## config.mk

```make
export PLATFORM = sky130hd
export DESIGN_NAME = vga_timing_gen_flat
export DESIGN_NICKNAME = d
export VERILOG_FILES = /design/src/rtl/vga_pkg.sv /design/src/rtl/vga_timing_gen_if.sv /design/src/rtl/vga_pattern_gen.sv /design/src/rtl/vga_timing_gen.sv /design/src/flat_wrapper.sv
export SDC_FILE = /design/constraint.sdc
export NUM_CORES = 1
export LEC_CHECK = 0
export ABC_CLOCK_PERIOD_IN_PS = 3400
export BUFFER_PORTS_ARGS = -buffer_cell sky130_fd_sc_hd__buf_2
export CAP_MARGIN = 20
export CORE_MARGIN = 2
export CORE_UTILIZATION = 40
export DETAILED_ROUTE_END_ITERATION = 8
export HOLD_SLACK_MARGIN = 0.02
export SETUP_SLACK_MARGIN = 0.5
export SLEW_MARGIN = 0
export SYNTH_ARGS = -nofsm -noshare
export SYNTH_HDL_FRONTEND = slang
export SYNTH_HIERARCHICAL = 1
export SYNTH_SLANG_ARGS = --single-unit
```

## constraint.sdc

```tcl
create_clock -name clk -period 3.4 [get_ports clk]
set_clock_uncertainty 0.05 [all_clocks]
set_input_delay 0.68 -clock clk [delete_from_list [all_inputs] [get_ports clk]]
set_output_delay 0.68 -clock clk [all_outputs]
set_load 0.02 [all_outputs]
```

## src/rtl/vga_pkg.sv

```systemverilog
// Shared types and constants for the VGA raster generator: pattern modes,
// default 640x480@60 timing and the colour-bar table.
package vga_pkg;

   typedef enum logic [1:0] {PASS, BARS, CHECK, PRODUCT} vga_mode_t;

   localparam int DEF_H_ACTIVE = 640;
   localparam int DEF_H_FP     = 16;
   localparam int DEF_H_SYNC   = 96;
   localparam int DEF_H_BP     = 48;
   localparam int DEF_V_ACTIVE = 480;
   localparam int DEF_V_FP     = 10;
   localparam int DEF_V_SYNC   = 2;
   localparam int DEF_V_BP     = 33;

   // {r,g,b} on/off per bar, left to right
   localparam logic [0:7][2:0] BAR_RGB = {
      3'b111, 3'b110, 3'b011, 3'b010, 3'b101, 3'b100, 3'b001, 3'b000
   };

endpackage

```

## src/rtl/vga_timing_gen_if.sv

```systemverilog
// Pixel-side bundle of the VGA raster generator: upstream pixel/mode inputs,
// raster coordinates/strobes and the connector pins.
interface vga_timing_gen_if #(
   parameter int CW = 4
);
   import vga_pkg::*;

   logic          pix_en;
   vga_mode_t     mode;
   logic [CW-1:0] pix_r, pix_g, pix_b;
   logic [9:0]    x_o, y_o;
   logic          de_o, line_start_o, frame_start_o;
   logic [15:0]   frame_cnt_o;
   logic [CW-1:0] vga_r, vga_g, vga_b;
   logic          vga_hs, vga_vs;

   modport master (
      input  pix_en, mode, pix_r, pix_g, pix_b,
      output x_o, y_o, de_o, line_start_o, frame_start_o, frame_cnt_o,
             vga_r, vga_g, vga_b, vga_hs, vga_vs
   );

   modport slave (
      output pix_en, mode, pix_r, pix_g, pix_b,
      input  x_o, y_o, de_o, line_start_o, frame_start_o, frame_cnt_o,
             vga_r, vga_g, vga_b, vga_hs, vga_vs
   );

endinterface

```

## src/rtl/vga_pattern_gen.sv

```systemverilog
// Test-pattern colour stage: one register from the coordinate stage to the pins.
// Modes: pass-through, colour bars, checkerboard, x*y product pattern.
module vga_pattern_gen
   import vga_pkg::*;
#(
   parameter int H_ACTIVE = DEF_H_ACTIVE,
   parameter int CW       = 4,
   parameter int CHK_LOG2 = 5
) (
   input  logic          clk,
   input  logic          rst,
   input  logic          pix_en,
   input  logic [9:0]    x_p1,
   input  logic [9:0]    y_p1,
   input  logic          de_p1,
   input  vga_mode_t     mode_p1,
   input  logic [CW-1:0] pix_r,
   input  logic [CW-1:0] pix_g,
   input  logic [CW-1:0] pix_b,
   output logic [CW-1:0] r_p2,
   output logic [CW-1:0] g_p2,
   output logic [CW-1:0] b_p2
);

   localparam logic [9:0]    BAR_LAST = 10'(H_ACTIVE / 8 - 1);
   localparam logic [CW-1:0] ONES     = '1;

   function automatic logic [CW-1:0] fit_cw(input logic [3:0] v);
      return CW'(v);
   endfunction

   logic [9:0]    sub_q, sub_c;
   logic [2:0]    idx_q, idx_c, bar;
   logic [CW-1:0] prod;
   logic [CW-1:0] r_c, g_c, b_c;

   assign prod = CW'(x_p1 * y_p1);

   // sub_q/idx_q track the bar of the previous x; x steps by one per enabled cycle
   always_comb begin
      sub_c = sub_q + 10'd1;
      idx_c = idx_q;
      if (x_p1 == '0) begin
         sub_c = '0;
         idx_c = '0;
      end else if (sub_q == BAR_LAST) begin
         sub_c = '0;
         idx_c = idx_q + 3'd1;
      end
      bar = BAR_RGB[idx_c];
      r_c = '0;
      g_c = '0;
      b_c = '0;
      if (de_p1) begin
         case (mode_p1)
            BARS: begin
               r_c = {CW{bar[2]}};
               g_c = {CW{bar[1]}};
               b_c = {CW{bar[0]}};
            end
            CHECK: begin
               if (x_p1[CHK_LOG2] ^ y_p1[CHK_LOG2]) begin
                  r_c = ONES;
                  g_c = ONES;
                  b_c = ONES;
               end
            end
            PRODUCT: begin
               r_c = prod;
               g_c = fit_cw({x_p1[3:2], y_p1[1:0]});
               b_c = prod;
            end
            default: begin
               r_c = pix_r;
               g_c = pix_g;
               b_c = pix_b;
            end
         endcase
      end
   end

   // stage p1 -> p2
   always_ff @(posedge clk or posedge rst) begin
      if (rst) begin
         sub_q <= '0;
         idx_q <= '0;
         r_p2  <= '0;
         g_p2  <= '0;
         b_p2  <= '0;
      end else if (pix_en) begin
         sub_q <= sub_c;
         idx_q <= idx_c;
         r_p2  <= r_c;
         g_p2  <= g_c;
         b_p2  <= b_c;
      end
   end

endmodule

```

## src/rtl/vga_timing_gen.sv

```systemverilog
// Parametrised VGA raster generator: counters, registered coordinates/strobes, sync pins.
// Define VGA_TPG_EN to build in the test-pattern generator; otherwise pix_* pass through gated by de.
module vga_timing_gen
   import vga_pkg::*;
#(
   parameter int H_ACTIVE = DEF_H_ACTIVE,
   parameter int H_FP     = DEF_H_FP,
   parameter int H_SYNC   = DEF_H_SYNC,
   parameter int H_BP     = DEF_H_BP,
   parameter int V_ACTIVE = DEF_V_ACTIVE,
   parameter int V_FP     = DEF_V_FP,
   parameter int V_SYNC   = DEF_V_SYNC,
   parameter int V_BP     = DEF_V_BP,
   parameter bit HS_POL   = 1'b0,
   parameter bit VS_POL   = 1'b0,
   parameter int CW       = 4,
   parameter int CHK_LOG2 = 5
) (
   input logic               clk,
   input logic               rst,
   vga_timing_gen_if.master  vif
);

   localparam int         H_TOTAL = H_ACTIVE + H_FP + H_SYNC + H_BP;
   localparam int         V_TOTAL = V_ACTIVE + V_FP + V_SYNC + V_BP;
   localparam logic [9:0] H_LAST  = 10'(H_TOTAL - 1);
   localparam logic [9:0] V_LAST  = 10'(V_TOTAL - 1);
   localparam logic [9:0] H_ACT   = 10'(H_ACTIVE);
   localparam logic [9:0] V_ACT   = 10'(V_ACTIVE);
   localparam logic [9:0] HS_BEG  = 10'(H_ACTIVE + H_FP);
   localparam logic [9:0] HS_END  = 10'(H_ACTIVE + H_FP + H_SYNC);
   localparam logic [9:0] VS_BEG  = 10'(V_ACTIVE + V_FP);
   localparam logic [9:0] VS_END  = 10'(V_ACTIVE + V_FP + V_SYNC);

   logic [9:0]    hc, vc;
   logic          h_wrap, f_wrap, de_c, hs_c, vs_c;
   logic [9:0]    x_p1, y_p1;
   logic          de_p1, ls_p1, fs_p1, hs_p1, vs_p1;
   logic [15:0]   frame_cnt_p1;
   logic          hs_p2, vs_p2;
   logic [CW-1:0] r_p2, g_p2, b_p2;

   assign h_wrap = (hc == H_LAST);
   assign f_wrap = h_wrap && (vc == V_LAST);
   assign de_c   = (hc < H_ACT) && (vc < V_ACT);
   assign hs_c   = (hc >= HS_BEG) && (hc < HS_END);
   assign vs_c   = (vc >= VS_BEG) && (vc < VS_END);

   // stage p0: raster counters
   always_ff @(posedge clk or posedge rst) begin
      if (rst) begin
         hc <= '0;
         vc <= '0;
      end else if (vif.pix_en) begin
         if (h_wrap) begin
            hc <= '0;
            vc <= (vc == V_LAST) ? '0 : vc + 10'd1;
         end else begin
            hc <= hc + 10'd1;
         end
      end
   end

   // stage p0 -> p1: coordinates, strobes, decoded sync
   always_ff @(posedge clk or posedge rst) begin
      if (rst) begin
         x_p1  <= '0;
         y_p1  <= '0;
         de_p1 <= 1'b0;
         ls_p1 <= 1'b0;
         fs_p1 <= 1'b0;
         hs_p1 <= 1'b0;
         vs_p1 <= 1'b0;
      end else if (vif.pix_en) begin
         x_p1  <= hc;
         y_p1  <= vc;
         de_p1 <= de_c;
         ls_p1 <= (hc == '0);
         fs_p1 <= (hc == '0) && (vc == '0);
         hs_p1 <= hs_c;
         vs_p1 <= vs_c;
      end
   end

   always_ff @(posedge clk or posedge rst) begin
      if (rst)
         frame_cnt_p1 <= '0;
      else if (vif.pix_en && f_wrap)
         frame_cnt_p1 <= frame_cnt_p1 + 16'd1;
   end

   // stage p1 -> p2: sync pins, matching the colour register
   always_ff @(posedge clk or posedge rst) begin
      if (rst) begin
         hs_p2 <= ~HS_POL;
         vs_p2 <= ~VS_POL;
      end else if (vif.pix_en) begin
         hs_p2 <= hs_p1 ? HS_POL : ~HS_POL;
         vs_p2 <= vs_p1 ? VS_POL : ~VS_POL;
      end
   end

`ifdef VGA_TPG_EN
   vga_mode_t mode_p1;

   // mode is taken at the edge that raises frame_start_o, so (0,0) already uses it
   always_ff @(posedge clk or posedge rst) begin
      if (rst)
         mode_p1 <= PASS;
      else if (vif.pix_en && hc == '0 && vc == '0)
         mode_p1 <= vif.mode;
   end

   vga_pattern_gen #(
      .H_ACTIVE (H_ACTIVE),
      .CW       (CW),
      .CHK_LOG2 (CHK_LOG2)
   ) u_pattern (
      .clk     (clk),
      .rst     (rst),
      .pix_en  (vif.pix_en),
      .x_p1    (x_p1),
      .y_p1    (y_p1),
      .de_p1   (de_p1),
      .mode_p1 (mode_p1),
      .pix_r   (vif.pix_r),
      .pix_g   (vif.pix_g),
      .pix_b   (vif.pix_b),
      .r_p2    (r_p2),
      .g_p2    (g_p2),
      .b_p2    (b_p2)
   );
`else
   logic unused_mode;
   assign unused_mode = ^vif.mode;

   always_ff @(posedge clk or posedge rst) begin
      if (rst) begin
         r_p2 <= '0;
         g_p2 <= '0;
         b_p2 <= '0;
      end else if (vif.pix_en) begin
         r_p2 <= de_p1 ? vif.pix_r : '0;
         g_p2 <= de_p1 ? vif.pix_g : '0;
         b_p2 <= de_p1 ? vif.pix_b : '0;
      end
   end
`endif

   assign vif.x_o           = x_p1;
   assign vif.y_o           = y_p1;
   assign vif.de_o          = de_p1;
   assign vif.line_start_o  = ls_p1;
   assign vif.frame_start_o = fs_p1;
   assign vif.frame_cnt_o   = frame_cnt_p1;
   assign vif.vga_hs        = hs_p2;
   assign vif.vga_vs        = vs_p2;
   assign vif.vga_r         = r_p2;
   assign vif.vga_g         = g_p2;
   assign vif.vga_b         = b_p2;

endmodule

```

## src/flat_wrapper.sv

```systemverilog
// flat-port wrapper written by rule: the top's interface ports become plain ports
module vga_timing_gen_flat import vga_pkg::*;
#(
   parameter int H_ACTIVE = DEF_H_ACTIVE,
   parameter int H_FP     = DEF_H_FP,
   parameter int H_SYNC   = DEF_H_SYNC,
   parameter int H_BP     = DEF_H_BP,
   parameter int V_ACTIVE = DEF_V_ACTIVE,
   parameter int V_FP     = DEF_V_FP,
   parameter int V_SYNC   = DEF_V_SYNC,
   parameter int V_BP     = DEF_V_BP,
   parameter bit HS_POL   = 1'b0,
   parameter bit VS_POL   = 1'b0,
   parameter int CW       = 4,
   parameter int CHK_LOG2 = 5
)
  (clk, rst, vif_pix_en, vif_mode, vif_pix_r, vif_pix_g, vif_pix_b, vif_x_o, vif_y_o, vif_de_o, vif_line_start_o, vif_frame_start_o, vif_frame_cnt_o, vif_vga_r, vif_vga_g, vif_vga_b, vif_vga_hs, vif_vga_vs);
  vga_timing_gen_if #(.CW(CW)) vif_i ();
  input logic clk;
  input logic rst;
  input wire logic [$bits(vif_i.pix_en)-1:0] vif_pix_en;
  input wire logic [$bits(vif_i.mode)-1:0] vif_mode;
  input wire logic [$bits(vif_i.pix_r)-1:0] vif_pix_r;
  input wire logic [$bits(vif_i.pix_g)-1:0] vif_pix_g;
  input wire logic [$bits(vif_i.pix_b)-1:0] vif_pix_b;
  output wire logic [$bits(vif_i.x_o)-1:0] vif_x_o;
  output wire logic [$bits(vif_i.y_o)-1:0] vif_y_o;
  output wire logic [$bits(vif_i.de_o)-1:0] vif_de_o;
  output wire logic [$bits(vif_i.line_start_o)-1:0] vif_line_start_o;
  output wire logic [$bits(vif_i.frame_start_o)-1:0] vif_frame_start_o;
  output wire logic [$bits(vif_i.frame_cnt_o)-1:0] vif_frame_cnt_o;
  output wire logic [$bits(vif_i.vga_r)-1:0] vif_vga_r;
  output wire logic [$bits(vif_i.vga_g)-1:0] vif_vga_g;
  output wire logic [$bits(vif_i.vga_b)-1:0] vif_vga_b;
  output wire logic [$bits(vif_i.vga_hs)-1:0] vif_vga_hs;
  output wire logic [$bits(vif_i.vga_vs)-1:0] vif_vga_vs;
  assign vif_i.pix_en = vif_pix_en;
  assign vif_i.mode = vif_mode;
  assign vif_i.pix_r = vif_pix_r;
  assign vif_i.pix_g = vif_pix_g;
  assign vif_i.pix_b = vif_pix_b;
  assign vif_x_o = vif_i.x_o;
  assign vif_y_o = vif_i.y_o;
  assign vif_de_o = vif_i.de_o;
  assign vif_line_start_o = vif_i.line_start_o;
  assign vif_frame_start_o = vif_i.frame_start_o;
  assign vif_frame_cnt_o = vif_i.frame_cnt_o;
  assign vif_vga_r = vif_i.vga_r;
  assign vif_vga_g = vif_i.vga_g;
  assign vif_vga_b = vif_i.vga_b;
  assign vif_vga_hs = vif_i.vga_hs;
  assign vif_vga_vs = vif_i.vga_vs;
  vga_timing_gen #(.H_ACTIVE(H_ACTIVE), .H_FP(H_FP), .H_SYNC(H_SYNC), .H_BP(H_BP), .V_ACTIVE(V_ACTIVE), .V_FP(V_FP), .V_SYNC(V_SYNC), .V_BP(V_BP), .HS_POL(HS_POL), .VS_POL(VS_POL), .CW(CW), .CHK_LOG2(CHK_LOG2)) u_core (.clk(clk), .rst(rst), .vif(vif_i));
endmodule
```

# Word level (Yosys, flattened, before mapping)
# Index checks and enable logic that the tools add are counted.
# op_classes
addsub	3
magnitude_cmp	6
n_eq_ne	2
muxes	7
n_reduce_logical	9
# op_table
operator	n
10-bit by 1-bit adder with 10-bit output, second input constant	2
10-bit equality test, second input constant	2
10-bit zero test	2
10-bit < comparator, second input constant	2
10-bit by 9-bit < comparator with 1-bit output, second input constant	2
10-bit two-way mux	2
16-bit by 1-bit adder with 16-bit output, second input constant	1
4-bit two-way mux	3
10-bit greater-or-equal comparator, second input constant	1
10-bit by 9-bit greater-or-equal comparator with 1-bit output, second input constant	1
1-bit logical AND	6
1-bit two-way mux	2
2-bit AND reduction	1
# totals
regBits	75
in_bits	17
output_inout_bits	53

# Longest topological paths before layout
# logic_depth
ltp_word	3
depth_mapped	7

# Worst setup path before layout
# No wires, ideal clock.
# synth_path
path_kind	input-to-reg
startpoint	input port vif_pix_en
endpoint	register u_core.frame_cnt_p1[1], in the netlist u_core/vif.frame_cnt_o[1]
setup_time_ps	125
arrival_time_ps	1629
required_time_ps	3225
setup_slack_ps	1597
path_stages	5
path_cell_list	and4_1 buf_4 nand3_4 nor2_2 mux2_2
# synth_via
elab_chain_len	1
# synth_rtl
element	line_no	rtl
start, declared	flat_wrapper.sv:21	input wire logic [$bits(vif_i.pix_en)-1:0] vif_pix_en;
1-bit logical AND	vga_timing_gen.sv:88	else if (vif.pix_en && f_wrap)
end signal, assigned	vga_timing_gen.sv:89	frame_cnt_p1 <= frame_cnt_p1 + 16'd1;
end, declared	vga_timing_gen.sv:39	logic [15:0] frame_cnt_p1;
# Every way passes these cells.
# A chain may end at the register's enable or synchronous reset.

# Worst setup path in the final report
# layout_path
startpoint	register u_core.hc[0]
endpoint	register u_core.frame_cnt_p1[1], in the netlist u_core/vif.frame_cnt_o[1]
# layout_via
elab_chain_len	3
# layout_rtl
element	line_no	rtl
start, declared	vga_timing_gen.sv:35	logic [9:0] hc, vc;
start signal, assigned	vga_timing_gen.sv:59	hc <= hc + 10'd1;
10-bit equality test	vga_timing_gen.sv:43	assign h_wrap = (hc == H_LAST);
1-bit logical AND	vga_timing_gen.sv:44	assign f_wrap = h_wrap && (vc == V_LAST);
1-bit logical AND	vga_timing_gen.sv:88	
# Every way passes these cells.

==> flow_summary.html <==
<table>
<tr><th>Metric</th><th>Value</th></tr>
<tr><th colspan="2">GRT</th></tr>
<tr><td>Total congestion overflow after global routing</td><td>0</td></tr>
<tr><td>Antenna violations before repair</td><td>0</td></tr>
<tr><td>Pin count of the biggest net entering global routing</td><td>76</td></tr>
<tr><td>Via count of the first global-routing pass</td><td>2352</td></tr>
<tr><td>Global router's overall resource usage</td><td>15.2%</td></tr>
<tr><td>Global-route wire length before repair</td><td>11600 um</td></tr>
<tr><th colspan="2">Setup path</th></tr>
<tr><td>CP max FO</td><td>17</td></tr>
<tr><td>CP Data Arrival Time</td><td>2.30 ns</td></tr>
<tr><td>Nature of the critical path endpoint</td><td>register</td></tr>
<tr><td>Worst setup path class</td><td>register to register</td></tr>
<tr><td>Launch point of the critical path</td><td>u_core/hc[0]$_DFFE_PP0P_</td></tr>
<tr><td>Reg2Reg Launch Point</td><td>u_core/hc[0]$_DFFE_PP0P_</td></tr>
<tr><td>CP Data Required Time</td><td>3.58 ns</td></tr>
<tr><td>Crit path launch type</td><td>register</td></tr>
<tr><th colspan="2">Run</th></tr>
<tr><td># Max-Cap Violations</td><td>0</td></tr>
<tr><th colspan="2">CTS</th></tr>
<tr><td>Latest clock arrival within the worst-skew pair</td><td>0.33 ns</td></tr>
<tr><td>Clock Sinks</td><td>75</td></tr>
<tr><td>Number of gates resized after cts</td><td>0</td></tr>
<tr><td>Post-CTS Setup Repair Bufs</td><td>0</td></tr>
<tr><td>Number of buffers created by CTS</td><td>9</td></tr>
<tr><td>Worst-case clock buffer depth</td><td>2</td></tr>
<tr><td>Clock slew at the register clock pins of the worst setup and hold paths</td><td>0.08 ns</td></tr>
<tr><td>Count of H-tree levels built during CTS</td><td>3</td></tr>
<tr><td>CTS tree</td><td>done</td></tr>
<tr><td>Total of hold buffers inserted after clock tree synthesis</td><td>0</td></tr>
<tr><td>Cell chosen for the clock root</td><td>clkbuf_8</td></tr>
<tr><th colspan="2">Yosys</th></tr>
<tr><td>FFs w/ async S/R, synth</td><td>100%</td></tr>
<tr><td>Number of distinct library cells after synthesis</td><td>38</td></tr>
<tr><td>Net count of the mapped netlist</td><td>327</td></tr>
<tr><td>Leading register cell type out of synthesis</td><td>dfrtp_1</td></tr>
<tr><td>Area of the mapped netlist</td><td>3440 um^2</td></tr>
<tr><td>Count of flip-flops with a built-in enable after synthesis</td><td>0</td></tr>
<tr><td>Synth Warn #</td><td>6</td></tr>
<tr><td>Post-synthesis instance total</td><td>305</td></tr>
<tr><td>Post-synthesis average cell area</td><td>11.3 um^2</td></tr>
<tr><td>Yosys reg bits</td><td>75</td></tr>
<tr><td>Portion of the post-synthesis area used by sequential elements</td><td>54.7%</td></tr>
<tr><th colspan="2">Power</th></tr>
<tr><td>Power density cells</td><td>538 nW/um^2</td></tr>
<tr><td>Peak ir drop on the vdd network</td><td>0.353 mV</td></tr>
<tr><td>Leak</td><td>2.07 nW</td></tr>
<tr><th colspan="2">STA</th></tr>
<tr><td>Worst hold margin</td><td>0.367 ns</td></tr>
<tr><td>Worst slew slack as a fraction of its limit</td><td>60.3%</td></tr>
<tr><td>Transition at the pin with the smallest max-transition slack</td><td>0.592 ns</td></tr>
<tr><td>Final critical-path required period</td><td>2.13 ns</td></tr>
<tr><td>Sum Neg Setup Slack</td><td>0 ns</td></tr>
<tr><td>RSZ-0062 raised after global routing</td><td>no</td></tr>
<tr><td>Final number of setup-violating endpoints</td><td>0</td></tr>
<tr><td>Achievable Freq</td><td>470 MHz</td></tr>
<tr><td>Part of the cycle the worst path needs</td><td>62.6%</td></tr>
<tr><td>Final Hold Fails</td><td>0</td></tr>
<tr><td>Max-slew violations</td><td>0</td></tr>
<tr><th colspan="2">Cells and area</th></tr>
<tr><td>Final nets</td><td>393</td></tr>
<tr><td>Layout cell share with drive strength beyond 1</td><td>31.6%</td></tr>
<tr><td>Area growth, synth to finish</td><td>18.8%</td></tr>
<tr><td>Antenna diode instance count</td><td>0</td></tr>
<tr><td>Filler-free cell count of the finished design</td><td>481</td></tr>
<tr><td>Most used cells in the layout excluding fill and tap cells</td><td>dfrtp_1, buf_2, mux2_2, nand2_1, inv_1</td></tr>
<tr><td>Commonest non-fill, non-tap cell in the layout</td><td>dfrtp_1</td></tr>
<tr><td>Fill cell count</td><td>773</td></tr>
<tr><th colspan="2">Placed design</th></tr>
<tr><td>Placer Congestion</td><td>0.823</td></tr>
<tr><td>Placed Cells incl. Taps</td><td>465</td></tr>
<tr><td>Detailed Place HPWL</td><td>4610 um</td></tr>
<tr><td>Number of buffers added on ports</td><td>67</td></tr>
<tr><th colspan="2">Floorplanning</th></tr>
<tr><td>Die Outline Area</td><td>9350 um^2</td></tr>
<tr><td>Count of pins on the block boundary</td><td>70</td></tr>
<tr><td>Core outline area</td><td>8260 um^2</td></tr>
<tr><td>Width of the die</td><td>96.7 um</td></tr>
<tr><td>Y dimension of the die</td><td>96.7 um</td></tr>
<tr><td>Row cnt</td><td>33</td></tr>
<tr><td>Starting utilization of the core area</td><td>41.6%</td></tr>
<tr><th colspan="2">Detailed routing</th></tr>
<tr><td>Vias/cell</td><td>5.08</td></tr>
<tr><td>WL per Instance</td><td>14.2 um</td></tr>
<tr><td>DRT Wirelength</td><td>6830 um</td></tr>
<tr><td>Antenna-violating nets left</td><td>0</td></tr>
<tr><td>Drt first pass iters</td><td>4</td></tr>
<tr><td>Detailed router's first-iteration violation count</td><td>136</td></tr>
<tr><td>Post-detailed-route DRC marker count</td><td>0</td></tr>
<tr><td>Routed via count</td><td>2444</td></tr>
<tr><th colspan="2">Worst hold path</th></tr>
<tr><td>Hold crit path type</td><td>input port to asynchronous set/reset pin</td></tr>
<tr><th colspan="2">Run status</th></tr>
<tr><td>Outcome</td><td>finished, final reports clean</td></tr>
</table>
==> worst max-delay path, cell delays in order, from the launching register on <==
cell and delay, ns:
dfrtp_1 0.41, ha_1 0.23, and4_1 0.36, nand3_4 0.26
nor2_2 0.34, mux2_2 0.37
==> cell usage after synthesis, types with 7 or more instances <==
master / number / area share, %
dfrtp_1: 73 / 53
mux2_2: 24 / 7.9
nand2_1: 24 / 2.6
inv_1: 23 / 2.5
o21ai_0: 20 / 2.9
xor2_1: 20 / 5.1
nand3_1: 15 / 2.2
nor2_1: 12 / 1.3
nand4_1: 11 / 2.0
xnor2_1: 9 / 2.3
nor3_1: 7 / 1.0
nor4_1: 7 / 1.3
==> stage by stage <==
step / cell area (um^2) / util (%) / total power [mW] / setup WS, ns
2_1_floorplan: 3440 / - / 1.34 / 0.763
3_3_place_gp: 3860 / 46.7 / 1.44 / 1.17
3_5_place_dp: 3860 / 46.7 / 1.45 / 1.14
4_1_cts: 4080 / 49.5 / 2.23 / 1.27
5_1_grt: 4080 / 49.5 / 2.32 / 1.13
6_report: 4080 / 49.5 / 2.20 / 1.27
==> sequential cells by signal, indices dropped and copies added, names as in the netlist, 4 cells and up <==
| register | flops |
|---|---|
| u_core/vif.vga_r | 4 |
| u_core/vif.x_o | 10 |
| u_core/vif.vga_b | 4 |
| u_core/hc | 10 |
| u_core/vif.vga_g | 4 |
| u_core/vc | 10 |
| u_core/vif.frame_cnt_o | 16 |
| u_core/vif.y_o | 10 |
==> cell families after synthesis <==
family	Yosys count	share of synthesized area [%]
xor gates and xnor gates	29	7.39
DFF	75	54.7
adders and majority gates	5	1.82
AOI/OAI and AO/OA	25	3.86
buffers and inverters	37	4.70
and+or+nand+nor	109	19.4
muxes	25	8.15
==> worst paths after layout <==
path	to	slack (ns)	cells past startpoint
setup / recovery	u_core/vif.frame_cnt_o[1]$_DFFE_PP0P_	1.27	5
hold / removal	u_core/vif.frame_cnt_o[13]$_DFFE_PP0P_	0.37	3
setup reg to reg	u_core/vif.frame_cnt_o[1]$_DFFE_PP0P_	1.27	5
hold reg to reg	u_core/vif.frame_cnt_o[15]$_DFFE_PP0P_	0.43	1
max in group asynchronous	u_core/vif.vga_hs$_DFFE_PP1P_	2.58	3
min in group clk	u_core/vif.frame_cnt_o[15]$_DFFE_PP0P_	0.43	1
==> power breakdown <==
part	internal, mW	switching (mW)
logic	0.144	0.213
clock network	0.453	0.318
registers	0.983	0.0880
==> area by class of cell <==
cell class                 count  area, um^2  share of cell area [%]
tap                          105         131                    3.22
timing repair buffer          69         363                    8.88
clock inverter                 4        72.6                    1.78
inverter                      23        86.3                    2.11
sequential                    75        1880                    46.0
clock buffer                  12         155                    3.80
multi-input combinational    193        1400                    34.2
==> per-layer routing <==
metal	vias to the layer above	global-route usage, %	wire length (um)
met4	0	5.42	76
met5	-	0	0
met1	1202	20.7	3330
met2	50	23.9	3150
met3	6	3.32	268
li1	1186	-	-
Note: power is estimated with default switching activity, not from simulation.
